--- src/rtl/seven_segment_led_pkg.sv ---
// rtl/seven_segment_led_pkg.sv - shared hex-to-segment table and blank code
package seven_segment_led_pkg;

  typedef logic [6:0] seg_t;

  // Active-low cathode pattern with every segment dark
  localparam seg_t SEG_BLANK = 7'h7F;

  // Active-low {g,f,e,d,c,b,a} patterns for hex digits 0..F
  localparam seg_t HEX_SEG_TABLE [16] = '{
    7'h40, 7'h79, 7'h24, 7'h30,
    7'h19, 7'h12, 7'h02, 7'h78,
    7'h00, 7'h10, 7'h08, 7'h03,
    7'h46, 7'h21, 7'h06, 7'h0E
  };

endpackage

--- src/rtl/seven_segment_led_if.sv ---
// rtl/seven_segment_led_if.sv - display value/mask inputs and anode/cathode outputs
interface seven_segment_led_if;

  logic [31:0] NUMBER;
  logic [7:0]  AN_MASK;
  logic [7:0]  AN;
  logic [6:0]  SEG;

  // The master supplies the value to show and observes the display pins
  modport master (
    output NUMBER,
    output AN_MASK,
    input  AN,
    input  SEG
  );

  // The display driver consumes the value and drives the pins
  modport slave (
    input  NUMBER,
    input  AN_MASK,
    output AN,
    output SEG
  );

endinterface

--- src/rtl/seven_segment_led_hex_to_seg.sv ---
// rtl/seven_segment_led_hex_to_seg.sv - combinational hex digit to segment decoder
module hex_to_seg
  import seven_segment_led_pkg::*;
(
  input  logic [3:0] hex,
  output seg_t       seg
);

  // Straight table lookup; no state
  always_comb begin
    seg = HEX_SEG_TABLE[hex];
  end

endmodule

--- src/rtl/seven_segment_led.sv ---
// rtl/seven_segment_led.sv - 8-digit time-multiplexed seven-segment display driver
module seven_segment_led
  import seven_segment_led_pkg::*;
(
  input  logic               clk,
  input  logic               RESET,
  seven_segment_led_if.slave disp
);

  logic [2:0] idx;
  logic [3:0] nibble;
  seg_t       seg_dec;
  logic [7:0] an_next;
  seg_t       seg_next;
  logic [7:0] an_q;
  seg_t       seg_q;

  hex_to_seg u_hex_to_seg (
    .hex (nibble),
    .seg (seg_dec)
  );

  // Select the digit for this slot; NUMBER and AN_MASK are used live
  always_comb begin
    nibble   = disp.NUMBER[{idx, 2'b00} +: 4];
    an_next  = ~(8'b1 << idx) | disp.AN_MASK;
    seg_next = disp.AN_MASK[idx] ? SEG_BLANK : seg_dec;
  end

  // Scan counter and registered outputs; reset blanks immediately
  always_ff @(posedge clk or posedge RESET) begin
    if (RESET) begin
      idx   <= 3'd0;
      an_q  <= 8'hFF;
      seg_q <= SEG_BLANK;
    end else begin
      idx   <= idx + 3'd1;
      an_q  <= an_next;
      seg_q <= seg_next;
    end
  end

  assign disp.AN  = an_q;
  assign disp.SEG = seg_q;

endmodule

--- src/flat_wrapper.sv ---
// flat-port wrapper written by rule: the top's interface ports become plain ports
module seven_segment_led_flat import seven_segment_led_pkg::*;
  (clk, RESET, disp_NUMBER, disp_AN_MASK, disp_AN, disp_SEG);
  seven_segment_led_if disp_i ();
  input  logic clk;
  input  logic RESET;
  input wire logic [$bits(disp_i.NUMBER)-1:0] disp_NUMBER;
  input wire logic [$bits(disp_i.AN_MASK)-1:0] disp_AN_MASK;
  output wire logic [$bits(disp_i.AN)-1:0] disp_AN;
  output wire logic [$bits(disp_i.SEG)-1:0] disp_SEG;
  assign disp_i.NUMBER = disp_NUMBER;
  assign disp_i.AN_MASK = disp_AN_MASK;
  assign disp_AN = disp_i.AN;
  assign disp_SEG = disp_i.SEG;
  seven_segment_led u_core (.clk(clk), .RESET(RESET), .disp(disp_i));
endmodule
--- config.mk ---
export PLATFORM = sky130hd
export DESIGN_NAME = seven_segment_led_flat
export DESIGN_NICKNAME = d
export VERILOG_FILES = /design/src/rtl/seven_segment_led_pkg.sv /design/src/rtl/seven_segment_led_if.sv /design/src/rtl/seven_segment_led_hex_to_seg.sv /design/src/rtl/seven_segment_led.sv /design/src/flat_wrapper.sv
export SDC_FILE = /design/constraint.sdc
export NUM_CORES = 1
export LEC_CHECK = 0
export ABC_AREA = 1
export CAP_MARGIN = 20
export CORE_ASPECT_RATIO = 1.75
export CORE_MARGIN = 2
export CORE_UTILIZATION = 47
export DETAILED_ROUTE_END_ITERATION = 10
export GPL_TIMING_DRIVEN = 0
export PLACE_DENSITY = 0.85
export SYNTH_ARGS = -nofsm -noshare
export SYNTH_HDL_FRONTEND = slang
export SYNTH_SLANG_ARGS = --single-unit
--- constraint.sdc ---
create_clock -name clk -period 2.5 [get_ports clk]
set_input_delay 0.5 -clock clk [delete_from_list [all_inputs] [get_ports clk]]
set_output_delay 0.5 -clock clk [all_outputs]
set_load 0.05 [all_outputs]
After elaboration in Yosys (flattened, before gate mapping). Memory sizes are Yosys's and may differ from the RTL's. Index checks and enable logic that the tools add are counted.

Logic and storage cells: 17. Output and inout port bits: 15. Bits of input ports: 42. Bits in registers: 18. Memory bits (read-only): 112. Memories kept: 1.

Memory list: (name not given) (words 16, width 7, read ports 1, clocked after Yosys merged registers in 0, wr ports 0, RTL line seven_segment_led_hex_to_seg.sv:11) `seg = HEX_SEG_TABLE[hex];`.

Shift operators: 2. $lt $le $gt $ge: 2. Mux-type cells: 5. Bitwise operators: 3. $add $sub $neg: 1.

Operators with widths (count): $shiftx A32 B6 Y4 (1); $mux W7 (3); $not A8 Y8 (1); $or A8 B8 Y8 (1); $shl A1 B3 Y8 const A (1); $ge A5 B5 Y1 const B (1); $not A4 Y5 (1); $lt A3 B4 Y1 const B (1); $add A3 B1 Y3 const B (1); $bmux W1 S3 (1); $mux W1 (1).

Logic depth before layout (Yosys ltp). Gate-level depths: netlist (run 1).

Depth after elaboration: 6. Mapped depth: 14. Mapped depth without buffers: 12.

Modules after synthesis. A second synthesis (run 1) with hierarchy kept.

Cell total of the unflattened synthesis: 197. Area total of the unflattened synthesis: 1373.8 um^2.

By module, submodules not included: seven_segment_led (sequential area each 469.2 um^2, cells an instance 148, area each 1099.8 um^2, times used 1); hex_to_seg (sequential area each 0.0 um^2, cells an instance 49, area each 274.0 um^2, times used 1).

Worst setup path before layout (run 1). No wires, ideal clock.

Path kind: register to register. From: register u_core.idx[0]. To: register u_core.seg_q[3], in the netlist u_core.disp.SEG[3]. Cell stages (with the launch flop): 14. Path buffers: 2. Slack: 822 ps. Arrival: 1596 ps. Required time: 2418 ps. Library setup time: 82 ps. Period minus slack after synthesis: 1678 ps. Path through: dfrtp_1 -> buf_6 -> inv_8 -> buf_12 -> nand2_1 -> nand3_1 -> nand3_2 -> o21ai_2 -> inv_1 -> ha_1 -> nand3_1 -> nand2_1 -> nand2_1 -> nand3_1.

Cells in the longest elaborated chain, start to end: 6. Elaborated cells on any way between the ends: 8. Those cells by class: shift (1); mux (5); bitwise (1); memory (1).

RTL lines: start, declared (RTL line seven_segment_led.sv:10) `logic [2:0] idx;`; start signal, assigned (RTL line seven_segment_led.sv:37) `idx <= idx + 3'd1;`; $shiftx A32 B6 Y4 (RTL line seven_segment_led.sv:25) `nibble = disp.NUMBER[{idx, 2'b00} +: 4];`; $not A4 Y5 (not written as such) (RTL line seven_segment_led_hex_to_seg.sv:11); $mem_v2 Z16 W7; $mux W7 (not written as such) (2 in series) (RTL line seven_segment_led_hex_to_seg.sv:11); $mux W7 (*) (RTL line seven_segment_led.sv:27) `seg_next = disp.AN_MASK[idx] ? SEG_BLANK : seg_dec;`; named net u_core.seg_next[3] (RTL line seven_segment_led.sv:14) `seg_t seg_next;`; end signal, assigned (RTL line seven_segment_led.sv:39) `seg_q <= seg_next;`; end, declared (RTL line seven_segment_led.sv:16) `seg_t seg_q;`.

The timed path passes the listed nets; every way through them passes the cells marked *. The select of a mux whose other input is x is not followed.

Final worst setup path (run 1).
From: register u_core.an_q[5], in the netlist u_core.disp.AN[5]. To: output disp_AN[5].

RTL lines: start, declared (RTL line seven_segment_led.sv:15) `logic [7:0] an_q;`; start signal, assigned (RTL line seven_segment_led.sv:38) `an_q <= an_next;`; end, declared (RTL line flat_wrapper.sv:9) `output wire logic [$bits(disp_i.AN)-1:0] disp_AN;`.

No word-level cell between the ends.

==> results of run 1 <==
-- power by group --
part | total, µW | switching [µW] | internal, µW
clock network | 233 | 93.4 | 140
registers | 310 | 1.85 | 308
logic | 198 | 101 | 97.9
total | 742 | 196 | 546
-- registers in the layout (all words and copies together), names as in the netlist --
| register | cells |
|---|---|
| u_core.disp.AN | 8 |
| u_core.disp.SEG | 7 |
| u_core.idx | 3 |
-- per-stage QoR --
stage	util (%)	power [µW]	setup slack (ns)
after floorplan	-	420	0.822
after global placement	68.4	511	0.382
after detailed placement	68.4	514	0.361
after CTS	70.2	745	0.431
after global routing	70.2	779	0.396
final	70.2	742	0.437
-- synthesized netlist by cell type --
library cell,number,area (µm²)
inv_4,1,6.26
nand2_2,6,37.5
o21ai_1,1,5.00
nand3_4,1,17.5
inv_8,1,11.3
a21oi_1,1,5.00
buf_12,1,20.0
nand2_1,70,263
inv_1,33,124
buf_4,1,7.51
ha_1,12,150
buf_6,2,22.5
inv_2,3,11.3
buf_8,1,15.0
nand3_2,7,70.1
nand3_1,26,130
nand2_4,3,33.8
nor2_2,1,6.26
o211ai_1,3,22.5
o21ai_2,2,17.5
nor2_1,10,37.5
dfstp_2,15,394
buf_2,1,5.00
dfrtp_1,3,75.1
-- cells by family after synthesis --
kind of cell               count (synthesis)  synth area share (%)
adders and majority gates                 12                  10.1
buffers and inverters                     44                  15.0
DFF                                       18                  31.5
AOI/OAI and AO/OA                          7                  3.36
and+or+nand+nor                          124                  40.0
-- layout make-up --
cell class              count  share of cell area (%)
plain buffers               6                    3.25
clock buffers               4                    2.55
inverters                  38                    7.08
multi-input cells         143                    36.9
flip-flops and latches     18                    21.8
well taps                  43                    2.49
repair buffers             56                    26.0
-- cells in the final DEF, fill, tap and decap left out --
cell type         n
o211ai_1          3
nand2_2           6
buf_2             1
nand2_1          70
ha_1             12
o21ai_1           1
nand3_4           1
nand2_4           3
dfrtp_1           3
clkbuf_8          4
dfstp_2          15
inv_1            33
a21oi_1           1
o21ai_2           2
clkdlybuf4s50_1  56
nor2_1           10
inv_2             3
buf_12            1
inv_4             1
buf_8             1
nand3_1          26
buf_4             1
nor2_2            1
nand3_2           7
buf_6             2
inv_8             1
-- final timing paths --
check,endpoint,cells after the start,slack (ns),start
worst max-delay path,disp_AN[5],1,0.44,u_core.disp.AN[5]
worst min-delay path,u_core.disp.AN[7],2,0.56,u_core.idx[2]
worst max register to register,u_core.disp.SEG[3],12,0.58,u_core.idx[0]
worst min register to register,u_core.disp.AN[7],2,0.56,u_core.idx[2]
max in group asynchronous,u_core.idx[0],2,1.47,RESET
min in group asynchronous,u_core.idx[2],2,0.63,RESET
-- metal layers --
metal	part of all wire (%)	GRT usage (%)	vias up
met5	0	0	-
met4	3.9	11.7	0
met3	3.1	1.38	13
met2	58	39.0	51
met1	35	20.1	642
li1	-	-	743
==> impl_metrics.tcl, run 1 <==
set metrics [dict create \
    grt_pass1_vias 1461 \
    fin_cells 308 \
    wl_per_cell_um 10.5 \
    critPathTopFamily "buffers and inverters" \
    ant_nets 0 \
    finalSetupViolations 0 \
    relSlewSlack_pct 57.5 \
    placed_cell_area_mm2 0.00210 \
    rows 27 \
    ys_ff_latch 18 \
    num_vias 1449 \
    worst-path-max-fanout 1 \
    dieArea_mm2 0.00365 \
    drtIter0Drc 24 \
    overflow 0 \
    hold_path_class "reg -> reg" \
    timing.setup.tns_ns 0 \
    port_buffers 56 \
    grt_pass1_wl_mm 5.65 \
    status "finished, final reports clean" \
    drv_slew 0 \
    postCtsHoldBufs 0 \
    drt_wl_total_mm 3.24 \
    clkTransAtPathRegs_ns 0.06 \
    start_util_pct 48.4 \
    mappedNetlistNets 259 \
    pin_count 57 \
    drt_first_pass_iters 4 \
    hold_slack_ns 0.562 \
    dp_cells 304 \
    clockBufferDepth 2 \
    multi_input_area_um2 796 \
    ir_drop_mv 0.165 \
    critPathMaxStageDelay_ns 0.79 \
    path_buf_inv 1 \
    cts_resized 0 \
    layout_min_cycle_time_ns 2.06 \
    skew_ns 0.000671 \
    powerDensity_mw_per_mm2 344 \
    fmax_mhz 485 \
    synth_area_mm2 0.00149 \
    cts.sinks 18 \
    cts_tree "done" \
    htreeDepth 1 \
    period_share_pct 82.5 \
    required_ns 2.00 \
    finalHoldViolations 0 \
    grt_max_degree 19 \
    critPathArrivalTime_ns 1.56 \
    fill_cells 243 \
    diodes 0 \
    drive_above_1_share_pct 18.9 \
    synthDistinctLibCells 24 \
    post_cts_buffers 0 \
    via_per_inst 4.70 \
    worst_pin_slew_ns 0.636 \
    cp-end-kind "output port" \
    fp.dieH_um 78.4 \
    drc_errors 0 \
    rsz0062_at_grt "no" \
    synthCells 205 \
    insertion_delay_ns 0.25 \
    cp_cell_sequence "clkdlybuf4s50_1" \
    antenna_found_initial 0 \
    root_buffer "clkbuf_8" \
    cts_buffers 3 \
    core_mm2 0.00307 \
    die_w_um 46.5 \
    gp_congestion 0.892 \
    synth.avg_cell_area_um2 7.26 \
    dp_hpwl_mm 2.62 \
    p_leak_uw 0.00110 \
    yosysWarningCount 0 \
    final_area_mm2 0.00216 \
    grt_usage_pct 20.7 \
    area_growth_pct 45.0 \
    critPathSlowestCell "clkdlybuf4s50_1" \
    fin_nets 320 \
    seq_area_um2 469 \
    cap_violations 0 \
    cp-start-kind "flip-flop" \
    criticalPathCategory "reg -> out" \
    seq_area_frac_synth_pct 31.5 \
]
(Power assumes the default switching activity.)
==> inputs of run 2 (changes only) <==
--- a/config.mk
+++ b/config.mk
@@ -9,10 +9,10 @@
 export CAP_MARGIN = 20
 export CORE_ASPECT_RATIO = 1.75
 export CORE_MARGIN = 2
-export CORE_UTILIZATION = 47
+export CORE_UTILIZATION = 40
 export DETAILED_ROUTE_END_ITERATION = 10
 export GPL_TIMING_DRIVEN = 0
-export PLACE_DENSITY = 0.85
+export PLACE_DENSITY = 0.77
 export SYNTH_ARGS = -nofsm -noshare
 export SYNTH_HDL_FRONTEND = slang
 export SYNTH_SLANG_ARGS = --single-unit
==> constraint.sdc (replaced) <==
create_clock -name clk -period 1.7 [get_ports clk]
set_input_delay 0.34 -clock clk [delete_from_list [all_inputs] [get_ports clk]]
set_output_delay 0.34 -clock clk [all_outputs]
set_load 0.05 [all_outputs]
==> run 2 against run 1 <==
  * The run now ends with setup timing left
  * Count of clock-buffer cells in the layout stayed put
  * Critical endpoint is now u_core.disp.SEG[2]
  * Largest power group unchanged
  * Combinational power rose by 62%
  * First-iteration DRC count is 46% higher
  * Wire length is 19% higher
  * Cell count is 4.9% higher
  * Sequential share of layout area is 2.1 points lower
  * Flip-flop and latch count unchanged
==> impl_metrics.tcl, run 2 (same netlist as run 1, synthesis figures left out) <==
set metrics [dict create \
    p_leak_uw 0.00116 \
    critPathSlowestCell "dfrtp_1" \
    cp_cell_sequence "buf_6 > inv_8 > buf_12 > nand2_2 > nand2_1 > nand2_1 > nand3_2 > o21ai_4 > buf_12 > ha_4 > buf_4 > nor2_2 > nand2_1 > nand3_1" \
    hold_slack_ns 0.454 \
    rows 29 \
    cts.sinks 18 \
    final_area_mm2 0.00238 \
    seq_area_um2 469 \
    critPathTopFamily "buffers and inverters" \
    p_switching_uw 313 \
    violations "setup timing" \
    grt_pass1_vias 1494 \
    drt_first_pass_iters 4 \
    num_vias 1504 \
    cp-end-kind "flip-flop" \
    ant_nets 0 \
    dp_hpwl_mm 2.58 \
    postLayoutCoreUtil_pct 66.3 \
    intPower_uw 814 \
    cts_buffers 3 \
    via_per_inst 4.66 \
    finalHoldViolations 0 \
    layout.cells.most_common_list "nand2_1, clkdlybuf4s50_1, inv_1" \
    reg2regPathDepth 14 \
    grt_max_degree 19 \
    period_share_pct 106 \
    gp_congestion 0.746 \
    diodes 0 \
    cp-start-kind "flip-flop" \
    pin_count 57 \
    power.share.sequential_pct 40.5 \
    finalSetupViolations 7 \
    root_buffer "clkbuf_8" \
    place_ws_ns -0.330 \
    drt_wl_total_mm 3.85 \
    cp_common_cell "nand2_1" \
    insertion_delay_ns 0.26 \
    antenna_found_initial 0 \
    overflow 0 \
    port_buffers 56 \
    path_buf_inv 5 \
    wl_per_cell_um 11.9 \
    die_w_um 50.1 \
    timing.rr.start "u_core.idx[0]" \
    ir_drop_mv 0.366 \
    clkTransAtPathRegs_ns 0.07 \
    worstReg2RegEnd "u_core.disp.SEG[2]" \
    critPathArrivalTime_ns 2.00 \
    worst-path-max-fanout 8 \
    status "finished with violations" \
    required_ns 1.89 \
    critPathMaxStageDelay_ns 0.40 \
    r2r_slack_ns -0.11 \
    criticalPathCategory "reg -> reg" \
    start_util_pct 41.4 \
    drv_slew 0 \
    clockBufferDepth 2 \
    rsz0062_at_grt "yes" \
    mostFrequentLayoutCell "nand2_1" \
    grt_usage_pct 19.7 \
    worst_pin_slew_ns 0.618 \
    multi_input_area_um2 921 \
    dieArea_mm2 0.00424 \
    layout_min_cycle_time_ns 1.81 \
    drtIter0Drc 35 \
    combPwrFrac_pct 28.5 \
    cap_violations 0 \
    cts_tree "done" \
    core_mm2 0.00359 \
    largest_register_ffs 8 \
    fin_ws_ns -0.109 \
    relSlewSlack_pct 58.7 \
    drc_errors 0 \
    grt_pass1_wl_mm 6.47 \
    powerDensity_mw_per_mm2 473 \
    htreeDepth 1 \
    p_clk_share_pct 31.0 \
    placed_cell_area_mm2 0.00211 \
    hold_path_class "in -> async" \
    fill_cells 300 \
    fin_nets 332 \
    postCtsHoldBufs 0 \
    skew_ns 0.00882 \
    swShare_pct 27.8 \
    fp.dieH_um 84.7 \
    fmax_mhz 553 \
    drive_above_1_share_pct 29.6 \
    area_growth_pct 60.1 \
]
-- run 2: cell count changes in the layout (fill, tap and decap cells not counted), sizes merged --
cell / delta
clkdlybuf4s50: -15
dlygate4sd2: +15
buf: +12
-- run 2: worst register-to-register path: stages (launching register included) --
cell and delay (ns):
dfrtp_1 0.40, buf_6 0.16, inv_8 0.07, buf_12 0.12, nand2_2 0.04, nand2_1 0.05
nand2_1 0.06, nand3_2 0.09, o21ai_4 0.11, buf_12 0.15, ha_4 0.17, buf_4 0.13
nor2_2 0.07, nand2_1 0.06, nand3_1 0.07
-- run 2: how the worst max path moves through the flow --
| stage | to | from | cells past startpoint |
|---|---|---|---|
| 6_report | u_core.disp.SEG[2] | u_core.idx[0] | 14 |
| 5_1_grt | u_core.disp.SEG[0] | u_core.idx[0] | 14 |
| 4_1_cts | u_core.disp.SEG[0] | u_core.idx[0] | 14 |
| 3_5_place_dp | u_core.disp.SEG[3] | disp_NUMBER[5] | 12 |
| 3_3_place_gp | u_core.disp.SEG[5] | disp_NUMBER[5] | 12 |
| 2_1_floorplan | u_core.disp.SEG[3] | u_core.idx[0] | 13 |
-- run 2: final cells by class --
type,instances,area share (%)
buffer,6,3.05
clock buffer,4,2.31
inverter,38,6.51
multi-input combinational,143,38.7
sequential,18,19.7
tap,46,2.42
timing repair buffer,68,27.4
-- run 2: per-stage QoR --
step / instances / power [µW] / setup TNS [ns]
after global placement: 307 / 753 / -1.57
after global routing: 323 / 1170 / -1.21
final: 323 / 1130 / -0.545
after CTS: 321 / 1110 / -0.177
after floorplan: 205 / 618 / 0
after detailed placement: 307 / 756 / -1.75
-- run 2: what timing repair did --
| action | 4_1_cts | 5_1_grt |
|---|---|---|
| cloned | 0 | 0 |
| setup endpoints to repair | 22 | 7 |
| gates resized for setup | 38 | 7 |
| pin swaps | 12 | 12 |
| setup buffers | 10 | 2 |
-- run 2: metal layers --
| metal | part of all wire, % | up-vias | track usage [%] |
|---|---|---|---|
| li1 | - | 765 | - |
| met1 | 36 | 672 | 18.7 |
| met2 | 57 | 58 | 39.6 |
| met3 | 3.9 | 9 | 1.25 |
| met4 | 2.8 | 0 | 9.60 |
| met5 | 0 | - | 0 |
-- run 2: power groups by stage --
stage          clock, µW  sequential [µW]  combinational [µW]
6_report             349              456                 321
2_1_floorplan          0              518                99.6
3_5_place_dp           0              464                 293
5_1_grt              366              458                 349
3_3_place_gp           0              463                 290
4_1_cts              345              457                 308
